**src/rtl/nf_dispatch_1t2_if.sv**
```systemverilog
// Handshake bundle for the 1-to-2 non-fast-pattern rule dispatcher.
// A rule word is {last, data}: the MSB carries rule_nf_t.last.
interface nf_dispatch_1t2_if #(
  parameter int DATA_W = 32
);
  localparam int RULE_NF_WIDTH = DATA_W + 1;

  logic [RULE_NF_WIDTH-1:0] in_data;
  logic                     in_valid;
  logic                     in_ready;
  logic [RULE_NF_WIDTH-1:0] out_data_0;
  logic                     out_valid_0;
  logic                     out_ready_0;
  logic [RULE_NF_WIDTH-1:0] out_data_1;
  logic                     out_valid_1;
  logic                     out_ready_1;

  modport master (
    output in_data, in_valid, out_ready_0, out_ready_1,
    input  in_ready, out_data_0, out_valid_0, out_data_1, out_valid_1
  );

  modport slave (
    input  in_data, in_valid, out_ready_0, out_ready_1,
    output in_ready, out_data_0, out_valid_0, out_data_1, out_valid_1
  );
endinterface

```
**src/rtl/nf_dispatch_1t2.sv**
```systemverilog
// Spreads non-last rules round-robin over two lane FIFOs and broadcasts each last rule to both.
// Optional statistics counters are enabled by defining NF_DISPATCH_STATS_EN.
module nf_dispatch_1t2 #(
  parameter int DATA_W     = 32,
  parameter int FIFO_DEPTH = 16,
  parameter int CNT_W      = 32
) (
  input  logic clk,
  input  logic rst_n,
  nf_dispatch_1t2_if.slave bus
`ifdef NF_DISPATCH_STATS_EN
  ,
  output logic [CNT_W-1:0] stat_rules_0,
  output logic [CNT_W-1:0] stat_rules_1,
  output logic [CNT_W-1:0] stat_pkts
`endif
);

  localparam int RW = DATA_W + 1;
  localparam int AW = $clog2(FIFO_DEPTH);
  localparam int CW = AW + 1;
  localparam logic [CW-1:0] FULL = CW'(FIFO_DEPTH);

  localparam logic [0:0] RUN       = 1'b0;
  localparam logic [0:0] HOLD_LAST = 1'b1;

  if ((FIFO_DEPTH < 2) || ((FIFO_DEPTH & (FIFO_DEPTH - 1)) != 0) || (CNT_W < 1)) begin : g_bad_params
    $error("nf_dispatch_1t2: FIFO_DEPTH must be a power of 2 >= 2 and CNT_W >= 1");
  end

  logic [RW-1:0] mem [2][FIFO_DEPTH];
  logic [AW-1:0] rd_ptr [2];
  logic [AW-1:0] wr_ptr [2];
  logic [CW-1:0] count  [2];

  logic [0:0] state;
  logic       rr_ptr;
  logic       lane;
  logic       in_last;
  logic       need_both;
  logic       in_ready;
  logic       xfer;
  logic [1:0] space;
  logic [1:0] valid;
  logic [1:0] push;
  logic [1:0] pop;

  // A last rule, or a dispatcher still holding one, needs a free slot in both lanes.
  always_comb begin
    in_last   = bus.in_data[RW-1];
    space[0]  = (count[0] != FULL);
    space[1]  = (count[1] != FULL);
    valid[0]  = rst_n & (count[0] != '0);
    valid[1]  = rst_n & (count[1] != '0);
    pop[0]    = valid[0] & bus.out_ready_0;
    pop[1]    = valid[1] & bus.out_ready_1;
    need_both = in_last | (state == HOLD_LAST);
    in_ready  = rst_n & (need_both ? (space[0] & space[1]) : (space[0] | space[1]));
    xfer      = bus.in_valid & in_ready;
    lane      = space[rr_ptr] ? rr_ptr : ~rr_ptr;
    push[0]   = xfer & (in_last | ~lane);
    push[1]   = xfer & (in_last | lane);
  end

  assign bus.in_ready    = in_ready;
  assign bus.out_valid_0 = valid[0];
  assign bus.out_valid_1 = valid[1];
  assign bus.out_data_0  = rst_n ? mem[0][rd_ptr[0]] : '0;
  assign bus.out_data_1  = rst_n ? mem[1][rd_ptr[1]] : '0;

  always_ff @(posedge clk) begin
    if (!rst_n) begin
      state  <= RUN;
      rr_ptr <= 1'b0;
      for (int k = 0; k < 2; k++) begin
        rd_ptr[k] <= '0;
        wr_ptr[k] <= '0;
        count[k]  <= '0;
      end
    end else begin
      case (state)
        RUN:       if (bus.in_valid & in_last & ~(space[0] & space[1])) state <= HOLD_LAST;
        HOLD_LAST: if (xfer & in_last) state <= RUN;
        default:   state <= RUN;
      endcase

      // Packets restart on lane 0 so both lanes line up at every last rule.
      if (xfer) rr_ptr <= in_last ? 1'b0 : ~lane;

      for (int k = 0; k < 2; k++) begin
        if (push[k]) wr_ptr[k] <= wr_ptr[k] + AW'(1);
        if (pop[k])  rd_ptr[k] <= rd_ptr[k] + AW'(1);
        if (push[k] & ~pop[k])      count[k] <= count[k] + CW'(1);
        else if (~push[k] & pop[k]) count[k] <= count[k] - CW'(1);
      end
    end
  end

  always_ff @(posedge clk) begin
    for (int k = 0; k < 2; k++) begin
      if (push[k]) mem[k][wr_ptr[k]] <= bus.in_data;
    end
  end

`ifdef NF_DISPATCH_STATS_EN
  always_ff @(posedge clk) begin
    if (!rst_n) begin
      stat_rules_0 <= '0;
      stat_rules_1 <= '0;
      stat_pkts    <= '0;
    end else begin
      if (xfer & ~in_last & ~lane) stat_rules_0 <= stat_rules_0 + CNT_W'(1);
      if (xfer & ~in_last & lane)  stat_rules_1 <= stat_rules_1 + CNT_W'(1);
      if (xfer & in_last)          stat_pkts    <= stat_pkts + CNT_W'(1);
    end
  end
`endif

endmodule
```
**src/flat_wrapper.sv**
```systemverilog
// flat-port wrapper written by rule: the top's interface ports become plain ports
module nf_dispatch_1t2_flat 
#(
  parameter int DATA_W     = 32,
  parameter int FIFO_DEPTH = 16,
  parameter int CNT_W      = 32
)
  (clk, rst_n, bus_in_data, bus_in_valid, bus_out_ready_0, bus_out_ready_1, bus_in_ready, bus_out_data_0, bus_out_valid_0, bus_out_data_1, bus_out_valid_1);
  nf_dispatch_1t2_if #(.DATA_W(DATA_W)) bus_i ();
  input  logic clk;
  input  logic rst_n;
  input wire logic [$bits(bus_i.in_data)-1:0] bus_in_data;
  input wire logic [$bits(bus_i.in_valid)-1:0] bus_in_valid;
  input wire logic [$bits(bus_i.out_ready_0)-1:0] bus_out_ready_0;
  input wire logic [$bits(bus_i.out_ready_1)-1:0] bus_out_ready_1;
  output wire logic [$bits(bus_i.in_ready)-1:0] bus_in_ready;
  output wire logic [$bits(bus_i.out_data_0)-1:0] bus_out_data_0;
  output wire logic [$bits(bus_i.out_valid_0)-1:0] bus_out_valid_0;
  output wire logic [$bits(bus_i.out_data_1)-1:0] bus_out_data_1;
  output wire logic [$bits(bus_i.out_valid_1)-1:0] bus_out_valid_1;
  assign bus_i.in_data = bus_in_data;
  assign bus_i.in_valid = bus_in_valid;
  assign bus_i.out_ready_0 = bus_out_ready_0;
  assign bus_i.out_ready_1 = bus_out_ready_1;
  assign bus_in_ready = bus_i.in_ready;
  assign bus_out_data_0 = bus_i.out_data_0;
  assign bus_out_valid_0 = bus_i.out_valid_0;
  assign bus_out_data_1 = bus_i.out_data_1;
  assign bus_out_valid_1 = bus_i.out_valid_1;
  nf_dispatch_1t2 #(.DATA_W(DATA_W), .FIFO_DEPTH(FIFO_DEPTH), .CNT_W(CNT_W)) u_core (.clk(clk), .rst_n(rst_n), .bus(bus_i));
endmodule
```
**config.mk**
```make
export PLATFORM = sky130hd
export DESIGN_NAME = nf_dispatch_1t2_flat
export DESIGN_NICKNAME = d
export VERILOG_FILES = /design/src/rtl/nf_dispatch_1t2_if.sv /design/src/rtl/nf_dispatch_1t2.sv /design/src/flat_wrapper.sv
export SDC_FILE = /design/constraint.sdc
export NUM_CORES = 1
export LEC_CHECK = 0
export CAP_MARGIN = 5
export CORE_MARGIN = 5
export CORE_UTILIZATION = 50
export CTS_CLUSTER_DIAMETER = 40
export DETAILED_ROUTE_END_ITERATION = 6
export MAX_ROUTING_LAYER = met4
export PLACE_DENSITY = 0.67
export RECOVER_POWER = 25
export SYNTH_ARGS = -nofsm -noshare
export SYNTH_HDL_FRONTEND = slang
export SYNTH_SLANG_ARGS = --single-unit
```
**constraint.sdc**
```tcl
create_clock -name clk -period 9.6 [get_ports clk]
set_input_delay 1.44 -clock clk [delete_from_list [all_inputs] [get_ports clk]]
set_output_delay 1.44 -clock clk [all_outputs]
set_load 0.01 [all_outputs]
```
==> summary by stage, run 1 <==
Logic synthesis
The number of distinct library cell variants in the gate-level netlist after synthesis is 52. The synthesized design contains 1082 enable-type register cells. Counting every net in the synthesized netlist gives about 1.8k. In this run, synthesis produced a sequential element count of between 1k and 1.5k.

For this run, the number of Yosys warnings is 0. Of the synthesized area, sequential elements account for 77.2%. Ranked by total cell area, the synthesized netlist is headed by edfxtp_1 77%, mux4_2 18%, and2_1 1.2%, ha_1 0.48%, buf_6 0.45%. For this run, the leading register cell type out of synthesis is edfxtp_1.

The synthesized netlist cell count is 1764. The mean instance size in the synthesized netlist is between 20 and 25 sq um. The cell area after technology mapping is ~42000 sq um. The share of flip-flops with an asynchronous set or reset after synthesis is 0%. The biggest area contributor in the post-synthesis netlist is edfxtp_1. The synthesized design devotes to its leading area cell type ~77% of total area.

Cells and area
Of the cells placed in the final design, the portion with a size suffix greater than 1 is 30.3%. The total area of multi-input combinational cells is 9160 sq um. The share of the core filled with cells is 58.8%.

Relative to the synthesized area, the layout overhead comes to 16.6%. The final layout contains 2015 nets. The final cell count without fillers is 3150. Fill cells in the final layout number 5798. Across the whole layout, storage elements account for about 33000 sq um.

Route
For this run, the detailed router's first-pass iteration total came to 5. After detailed routing, the average wire length per cell comes to 28.8 um. Once detail routing completed, the nets flagged for antenna violations numbered 0. The total wirelength of the detailed-routed design is approximately 91000 um. The DRC violations left is 0. Across all layers, the routed design uses approximately 19k vias. The number of vias per cell after detailed routing is just over 6. The detailed router finished its first iteration with 1906 violations.

Global routing
The global-route track usage on met2 is 34.7%. The total overflow left after global routing is 0. The number of antenna violations at the first check in global routing is 5.

The layer flagged by global routing as most heavily used is met2. The global routing met1 resource utilization is 27.7%. The first global-routing pass estimated 134000 um of wire.

Global routing used 3.70% of the available met3 tracks. Global routing consumed, over all layers together, 21.0% of the routing resources. Entering global routing, the biggest net connects ~140 pins. The via count of the first global-routing pass is 20.3k.

Floorplanning
107 I/O pins were placed. Once the floorplan was initialized, standard cells occupied 50.4% of the core. The core region is 83600 sq um. The cell row count is 106. The die is between 300 and 400 um wide.

The floorplan step set the die height to approximately 300 um. The die covers 90200 sq um.

Worst setup path
The type of the setup path with the least slack is reg2out. The worst setup path is captured at an output port. For the worst setup path, the data required time is 8.16 ns.

STA classifies the critical path startpoint as a flop. The data arrival time of the critical path is 4.39 ns. The largest fanout of any net on the critical path is between 60 and 70.

Timing
The worst pin sits at a relative slew slack of -20.7%. Across all hold checks on the routed design, the worst slack comes to 0.506 ns. The slew at the pin with the worst max-slew slack is about 1.8 ns. The post-layout minimum cycle time is 5.83 ns.

The number of max-slew violations in the final report is 39. The worst path uses between 60% and 70% of the clock period. The setup violation total in the final timing report is 0. The setup total negative slack is 0 ns. The number of failing hold endpoints at the final stage was 0. Based on the critical path, the design can be clocked at up to 171 MHz. Setup repair after global routing left no endpoint under its margin. The post-route clock skew is 0.0276 ns.

CTS
The clock-pin slew on the worst setup and hold paths is 0.05 ns. The number of buffers inserted for hold repair after clock tree synthesis is 0. The quantity of gates resized following cts is 0. Counting the buffers created by CTS gives between 100 and 150. At the later pin of the worst-skew pair, clock insertion delay measures 0.71 ns. In this run the deepest clock path goes through 3 buffers.

In this run the clock root is driven by a clkbuf_16. The setup fix buffers added after clock tree synthesis is 0. The CTS tree is built. The number of clock sinks is 1084. The number of H-tree branching levels is 4.

Pwr
For this design the static power due to leakage is 15.3 nW. The power density relative to cell area is 238 nW/um^2. The worst voltage drop across the vdd grid is 165 uV.

Job
The tool flagged a number of max-cap violations equal to 1.

Placement
The port buffer count is 106. The post-DP HPWL is 46800 um. The congestion estimate from routability-driven global placement came to between 0.7 and 0.8.

The number of placed instances, taps included is 2905.

Min path
The tightest min-delay check is of the reg2reg type.

Status
The run finished, with violations left. The final reports fail on capacitance limit, slew limit.
-- cell usage in the layout, fill, tap and decap left out, types with 13 or more instances in the layout --
cell / netlist / routed
clkdlybuf4s50_1: 0 / 84
clkbuf_16: 0 / 135
and2_1: 81 / 69
nor2_1: 35 / 27
edfxtp_1: 1082 / 1082
bufinv_16: 0 / 16
mux4_2: 330 / 330
inv_1: 20 / 20
clkinv_2: 0 / 13
ha_1: 16 / 16
nand2_1: 13 / 13
buf_4: 1 / 44
clkinv_1: 0 / 24
and2_2: 1 / 13
dlygate4sd3_1: 0 / 21
clkbuf_1: 40 / 16
-- registers in the layout, summed over array words and instances (netlist names) --
register and count:
u_core.mem 1056, u_core.count 10, u_core.rd_ptr 8, u_core.wr_ptr 8, u_core.rr_ptr 1, u_core.state 1
-- routing by layer --
metal	part of all wire, %	vias up
met1	40	10400
met2	52	777
met4	1.9	0
met5	0	-
li1	-	7948
met3	6.7	136
-- path summary, 6_finish.rpt --
| path | startpoint | end | slack, ns | cells after the start |
|---|---|---|---|---|
| min | u_core.rr_ptr$_SDFFE_PN0P_ | u_core.rr_ptr$_SDFFE_PN0P_ | 0.51 | 2 |
| max reg2reg | u_core.count[1][0]$_DFFE_PP_ | u_core.mem[0][82]$_DFFE_PP_ | 6.11 | 8 |
| min reg2reg | u_core.rr_ptr$_SDFFE_PN0P_ | u_core.rr_ptr$_SDFFE_PN0P_ | 0.51 | 2 |
| max | u_core.rd_ptr[0][1]$_SDFFCE_PN0P_ | bus_out_data_0[17] | 3.77 | 6 |
-- critical path: stages, from the launching register on --
cell,delay (ns)
edfxtp_1,0.32
buf_4,0.74
buf_4,0.91
mux4_2,0.43
mux4_2,0.54
and2_1,0.19
clkdlybuf4s50_1,0.47
-- final cells by class --
type	count	share of cell area (%)
sequential	1084	66.2
multi-input combinational	565	18.6
clock buffer	150	6.99
timing repair buffer	156	3.06
tap	1080	2.75
clock inverter	92	2.18
inverter	20	0.153
antenna	3	0.0153
-- synthesized netlist by cell type (6+ instances only) --
library cell,number
nand2_1,13
inv_1,20
buf_1,17
nor4_1,8
buf_6,17
and2_1,81
xnor2_1,6
nor2_1,35
nand3_1,11
mux4_2,330
clkbuf_1,40
ha_1,16
edfxtp_1,1082
a21oi_1,11
buf_2,20
nor3_1,6
-- cells by family (layout without fill, tap and decap cells) --
| logic type | count (synthesis) | in the layout | share of synthesized area, % |
|---|---|---|---|
| xor+xnor | 11 | 11 | 0.229 |
| fa+ha+maj | 18 | 18 | 0.546 |
| other cells | 0 | 3 | 0 |
| buf+inv | 115 | 418 | 1.40 |
| flops | 1084 | 1084 | 77.2 |
| compound gates | 32 | 32 | 0.582 |
| simple gates | 172 | 172 | 2.32 |
| mux | 332 | 332 | 17.7 |
-- report_power, final --
| group | internal [mW] | leakage (nW) | switching, mW |
|---|---|---|---|
| combinational | 0.663 | 3.36 | 0.655 |
| clock | 3.05 | 2.16 | 1.96 |
| sequential | 5.30 | 9.80 | 0.0465 |
| total | 9.01 | 15.3 | 2.66 |
-- metrics by stage --
step	setup slack (ns)	total power [mW]	area (sq um)
after floorplan	3.77	6.33	42100
after global placement	4.32	6.77	44500
after detailed placement	4.45	6.79	44600
after CTS	3.68	11.8	49100
after global routing	3.56	12.1	49100
final	3.77	11.7	49100
No activity file was read; power rests on OpenSTA's default activity.
==> run 2, diff against run 1 <==
PLACE_DENSITY = 0.69   (was 0.67)
clock period = 4.9 ns   (was 9.6 ns; I/O delays follow)
==> run 2 against run 1 <==
The flow now finishes without violations; register-to-register slack worse by 4.6 ns; via count is 0.54% lower; cell count is 0.22% higher; critical path type unchanged; clock skew is 0.0086 ns lower.
==> summary by stage, run 2 (synthesized netlist as in run 1, its figures left out) <==
Status
The run finished with clean final reports.

Floorplanning
The horizontal die dimension is 300 um (unchanged). The starting utilization of the core area was 50.4% (unchanged). The y dimension of the die is 300 um (unchanged).

The I/O pin count is 107 (unchanged). The cell row count came to 106 (unchanged). The overall die area came to 90200 sq um (unchanged).

The area of the core was 83600 sq um (unchanged).

CTS
The number of H-tree branching levels is 4 (unchanged). The number of buffers on the longest clock path is 3 (unchanged). The number of clock sinks is 1084 (unchanged). The clock-pin slew on the worst setup and hold paths is 0.05 ns (about the same).

TritonCTS built the clock tree. The quantity of gates resized following cts is 0 (unchanged). The number of clock buffers inserted by TritonCTS is 133 (unchanged).

The setup fix buffers added after clock tree synthesis came to 0 (unchanged). The cell sitting at the root of the clock tree is a clkbuf_16. The number of buffers inserted for hold repair after clock tree synthesis is 0 (unchanged).

The insertion delay to the later sink of the worst-skew pair is 0.70 ns (about the same).

Global routing
The overall fraction of global-route tracks in use is 20.3% (-0.67 points). The pin count of the biggest net entering global routing is 135 (unchanged). The via count of the first global-routing pass is 20.3k (-0.29%).

The total global routing overflow is 0 (unchanged). The wire length of the first global-routing pass is 131000 um (-2.5%). The number of antenna violations at the first check in global routing is 4 (-1).

Worst setup path
In this run the critical register-to-register path is captured at u_core.count[0][4]$_SDFFCE_PP0P_. The number of cell instances on the worst register-to-register path is 11 (+3). The type of the setup path with the least slack is reg2out. The critical path required time is 4.16 ns (-4.00 ns). The capturing element type of the critical path is an output port. The largest fanout of any net on the critical path is 35 (-49%). Traced cell by cell, the critical path runs through buf_12, mux4_2, mux4_2, and2_1, clkdlybuf4s50_1.

The total buffers and inverters traversed by the critical path is 2 (-1). The worst reg-to-reg setup slack is 1.56 ns (-4.55 ns). The data arrival time of the critical path is 3.74 ns (-0.65 ns). The largest individual stage delay along the critical path comes from the cell edfxtp_1.

Among cell families on the critical path, the largest total delay comes from multiplexers. The cell that appears most often on the critical path is mux4_2. The kind of launch point of the worst setup path is a flop. The startpoint identified for the worst register-to-register timing path is u_core.count[1][0]$_DFFE_PP_. The largest stage delay on the critical path is 0.87 ns (-0.04 ns).

Route
The number of nets with antenna violations after routing was 0 (unchanged). The total number of vias came to 19.1k (-0.54%). The wire length per cell is 27.8 um (-3.4%). The detailed-router iteration count before antenna repair is 5 (unchanged). The total wirelength of the detailed-routed design was 87900 um (-3.2%).

The number of vias per cell after detailed routing came to 6.06 (-0.76%). The number of DRC violations after detailed-routing iteration 0 came to 1914 (+0.42%). The DRC violations left is 0 (unchanged).

Cells and area
The final cell count without fillers came to 3157 (+0.22%). The share of the core filled with cells is 58.8% (about the same). The layout-stage area growth over the synthesis result is 16.6% (about the same).

The number of nets in the finished design was 2022 (+0.35%). The top cell types in the final layout, fill and taps aside, are 1082 x edfxtp_1, 330 x mux4_2, 139 x clkbuf_16. The number of filler instances in the final layout is 5778 (-0.34%). The library cell used most frequently in the layout, excluding fill and tap cells, is edfxtp_1. The ratio of cells with drive above 1 in the final layout is 30.4% (+0.053 points). The footprint of the flip-flops and latches came to 32500 sq um (unchanged). The number of flip-flops in the largest register is 1056 (unchanged). The summed area of non-filler cells in the final layout is 49100 sq um (about the same). The total area of multi-input combinational cells is 9200 sq um (+0.38%).

Pwr
The total power of the final layout came to 22.5 mW (+93%). The power density relative to cell area is 459 nW/um^2 (+93%). The static power due to leakage came to 15.3 nW (about the same). The worst voltage drop across the vdd grid is 358 uV (+120%).

Timing
Setup repair after global routing left no endpoint under its margin. The post-route clock skew is 0.0190 ns (-0.00857 ns). The slew at the pin with the worst max-slew slack came to 1.31 ns (-0.497 ns). For the finished layout, the period the worst path requires is between 4 and 5 ns.

The setup total negative slack was 0 ns (unchanged). The peak clock frequency supported by timing is between 200 and 250 MHz. The slack of the critical path was 0.427 ns (-3.34 ns). The number of max-slew violations in the final report is 0 (-100%).

The setup violation total in the final timing report was 0 (unchanged). The hold slack is 0.534 ns (+0.0285 ns). The period utilization is 91.3%. The number of failing hold endpoints at the final stage was 0 (unchanged). The headroom to the max-slew limit came to 12.2% (+33 points).

Placement
The number of placed instances, taps included is 2911 (+0.21%). The port buffer count is 106 (unchanged). The last weighted congestion value of the routability-driven placer is 0.744 (-0.23%). The post-DP HPWL is 45600 um (-2.5%).

The minimum setup slack after placement is 0.903 ns (-3.55 ns). The standard cell area after detailed placement is 44800 sq um (+0.32%).

Min path
The worst hold path terminates at u_core.state$_SDFF_PN0_. In this run the most critical hold path is launched from u_core.state$_SDFF_PN0_. The tightest min-delay check is of the reg2reg type. The hold path depth is 2 (unchanged).

Job
The reported max-cap violation count came to 0 (-1).
[run 2: how the worst max path moves through the flow]
stage,startpoint,endpoint,cells past startpoint
final,u_core.rd_ptr[0][0]$_SDFFCE_PN0P_,bus_out_data_0[2],5
after CTS,u_core.rd_ptr[0][0]$_SDFFCE_PN0P_,bus_out_data_0[22],5
after floorplan,bus_in_valid,u_core.mem[0][1000]$_DFFE_PP_,6
after global routing,u_core.rd_ptr[0][0]$_SDFFCE_PN0P_,bus_out_data_0[21],5
after detailed placement,bus_in_data[32],u_core.count[0][4]$_SDFFCE_PP0P_,10
after global placement,bus_in_data[32],u_core.count[0][4]$_SDFFCE_PP0P_,10
[run 2: layout make-up]
class	count	share of cell area [%]
Tap cell	1080	2.75
Timing Repair Buffer	163	3.29
Inverter	20	0.153
Clock buffer	150	7.16
Multi-Input combinational cell	565	18.7
Antenna cell	7	0.0357
Sequential cell	1084	66.2
Clock inverter	88	1.67
[run 2: tightest hold or removal path: stages, from the launching register on]
cell and delay [ns]:
dfxtp_1 0.31, a21oi_1 0.11, a311oi_1 0.06
[run 2: where the power goes]
group | internal [mW] | switching [mW] | total [mW] | leakage [nW]
clock network | 5.70 | 3.76 | 9.46 | 2.10
logic | 1.33 | 1.27 | 2.60 | 3.42
registers | 10.4 | 0.0990 | 10.5 | 9.80
total | 17.4 | 5.14 | 22.5 | 15.3
[run 2: per-layer routing]
layer	GRT usage (%)	vias up	share of wire, %
met5	-	-	0
met1	26.9	10300	40
met2	33.5	730	52
li1	-	7965	-
met4	5.66	0	2.1
met3	3.24	140	6.3
==> run 3, diff against run 2 <==
RECOVER_POWER = not set   (was 25)
==> run 3 against run 2 <==
Sequential share of layout area barely moved; critical path depth unchanged; core utilization barely moved; clock skew is essentially flat; critical path type unchanged; critical endpoint unchanged; largest cell class unchanged; largest power group unchanged.
==> summary by stage, run 3 (synthesized netlist as in run 1, its figures left out) <==
Route
The total wirelength of the detailed-routed design is 87900 um (about the same). The DRC violations left came to 0 (unchanged). The total number of vias is 19.2k (+0.28%). The number of vias per cell after detailed routing was 6.08 (+0.40%). The wire length per cell was 27.9 um (about the same). The number of DRC violations after detailed-routing iteration 0 was 1925 (+0.57%). The detailed-router iteration count before antenna repair is 5 (unchanged). The number of nets with antenna violations after routing came to 0 (unchanged).

Floorplanning
The area of the core came to 83600 sq um (unchanged). The horizontal die dimension is 300 um (unchanged). The starting utilization of the core area came to 50.4% (unchanged). The y dimension of the die is 300 um (unchanged). The cell row count is 106 (unchanged). The overall die area is 90200 sq um (unchanged). The I/O pin count is 107 (unchanged).

Worst setup path
The signal on the critical path passes through buf_12, mux4_2, mux4_2, and2_1, clkdlybuf4s50_1. The total buffers and inverters traversed by the critical path is 2 (unchanged). The critical path required time came to 4.16 ns (about the same).

The kind of launch point of the worst setup path is a flop. On the critical path the largest part of the delay comes from multiplexers. The largest fanout of any net on the critical path is 35 (unchanged). The largest stage delay on the critical path is 0.87 ns (about the same).

The largest individual stage delay along the critical path comes from the cell edfxtp_1. The data arrival time of the critical path is 3.74 ns (about the same). The capturing element type of the critical path is an output port. By startpoint and endpoint, the worst setup path is classified as reg2out.

Counting stages on the worst path, the most repeated cell is mux4_2.

Global routing
The met3 capacity usage during global routing is 3.24% (unchanged). The wire length of the first global-routing pass is 131000 um (unchanged). The total global routing overflow was 0 (unchanged). The busiest metal layer after global routing is met2. The overall fraction of global-route tracks in use was 20.3% (unchanged). The via count of the first global-routing pass is 20.3k (unchanged). The global-route track usage on met2 came to 33.5% (unchanged). The global routing met1 resource utilization is 26.9% (unchanged). The number of antenna violations at the first check in global routing was 3 (-1).

The pin count of the biggest net entering global routing came to 135 (unchanged).

Job
The reported max-cap violation count is 0 (unchanged).

Cells and area
The layout-stage area growth over the synthesis result is 16.6% (about the same). The number of nets in the finished design is 2022 (unchanged). The ratio of cells with drive above 1 in the final layout is 30.5% (+0.097 points). The footprint of the flip-flops and latches is 32500 sq um (unchanged).

The number of filler instances in the final layout is 5774 (-0.069%). The number of flip-flops in the largest register is 1056 (unchanged). The most common library cell in the layout ignoring fill and taps is edfxtp_1. The total area of multi-input combinational cells is 9200 sq um (unchanged). Leaving out fill and tap cells, the most frequent cells in the layout are 1082 x edfxtp_1, 330 x mux4_2, 139 x clkbuf_16.

Placement
The port buffer count was 106 (unchanged). The post-DP HPWL came to 45600 um (unchanged). The last weighted congestion value of the routability-driven placer is 0.744 (unchanged).

Timing
The headroom to the max-slew limit is 12.2% (about the same). The setup total negative slack is 0 ns (unchanged). The number of failing hold endpoints at the final stage is 0 (unchanged). The post-route clock skew is 0.0187 ns (-0.000251 ns).

The post-layout minimum cycle time is 4.47 ns (+0.00136 ns). The setup violation total in the final timing report was 0 (unchanged). Setup repair after global routing left no endpoint under its margin. The period utilization is 91.3% (about the same). The slew at the pin with the worst max-slew slack is 1.31 ns (-0.0000553 ns). The number of max-slew violations in the final report was 0 (unchanged). The peak clock frequency supported by timing was 223 MHz (about the same).

CTS
The number of buffers inserted for hold repair after clock tree synthesis is 0 (unchanged). The number of clock sinks is 1084 (unchanged). The quantity of gates resized following cts is 0 (unchanged). The number of H-tree branching levels is 4 (unchanged). The insertion delay to the later sink of the worst-skew pair came to 0.70 ns (about the same).

TritonCTS built the clock tree. The buffer cell driving the clock tree root is clkbuf_16. The clock-pin slew on the worst setup and hold paths was 0.05 ns (about the same).

The number of buffers on the longest clock path came to 3 (unchanged). The number of clock buffers inserted by TritonCTS is 133 (unchanged). The setup fix buffers added after clock tree synthesis is 0 (unchanged).

Pwr
The worst voltage drop across the vdd grid is 358 uV (about the same). The total power of the final layout came to 22.5 mW (about the same). The static power due to leakage is 15.3 nW (about the same). The power density relative to cell area is 459 nW/um^2 (about the same).

Status
The flow ran to the end, and the final reports show no timing, DRC or antenna violations.

Min path
The type of the worst min-delay path is reg2reg.
[run 3: worst reg2reg max path, cell delays in order (launching register included)]
cell	delay, ns
edfxtp_1	0.45
inv_1	0.15
ha_1	0.18
and4bb_1	0.34
mux2_4	0.35
a41o_2	0.31
inv_1	0.16
ha_1	0.30
a21o_1	0.18
a21oi_1	0.16
xnor2_1	0.16
mux2_2	0.35
[run 3: power by group]
group	internal, mW	total, mW	switching (mW)
sequential	10.4	10.5	0.0995
combinational	1.33	2.60	1.27
clock	5.70	9.46	3.76
total	17.4	22.5	5.14
[run 3: stage by stage]
stage	instances	utilization, %	instance area (sq um)	setup slack [ns]	hold WS [ns]
floorplan	1764	-	42200	-0.228	0.453
global placement	2911	53.6	44800	0.988	0.485
detailed placement	2911	53.6	44800	0.903	0.517
CTS	3149	58.8	49100	0.352	0.524
global route	3152	58.8	49100	0.280	0.563
finish	3153	58.8	49100	0.426	0.526
[run 3: final timing paths]
path | to | slack [ns] | startpoint | cells past startpoint
worst max register to register | u_core.count[0][4]$_SDFFCE_PP0P_ | 1.55 | u_core.count[1][0]$_DFFE_PP_ | 11
worst min register to register | u_core.state$_SDFF_PN0_ | 0.53 | u_core.state$_SDFF_PN0_ | 2
worst max-delay path | bus_out_data_0[2] | 0.43 | u_core.rd_ptr[0][0]$_SDFFCE_PN0P_ | 5
worst min-delay path | u_core.state$_SDFF_PN0_ | 0.53 | u_core.state$_SDFF_PN0_ | 2
[run 3: per-layer routing]
metal	up-vias	routed length [um]
li1	7958	-
met5	-	0
met2	728	45500
met4	0	1860
met1	10300	34900
met3	145	5520
[run 3: layout make-up]
class                           instances  share of cell area [%]
Clock inverter                         88                    1.67
Antenna cell                            3                  0.0153
Timing Repair Buffer                  163                    3.32
Sequential cell                      1084                    66.2
Multi-Input combinational cell        565                    18.7
Inverter                               20                   0.153
Tap cell                             1080                    2.75
Clock buffer                          150                    7.16
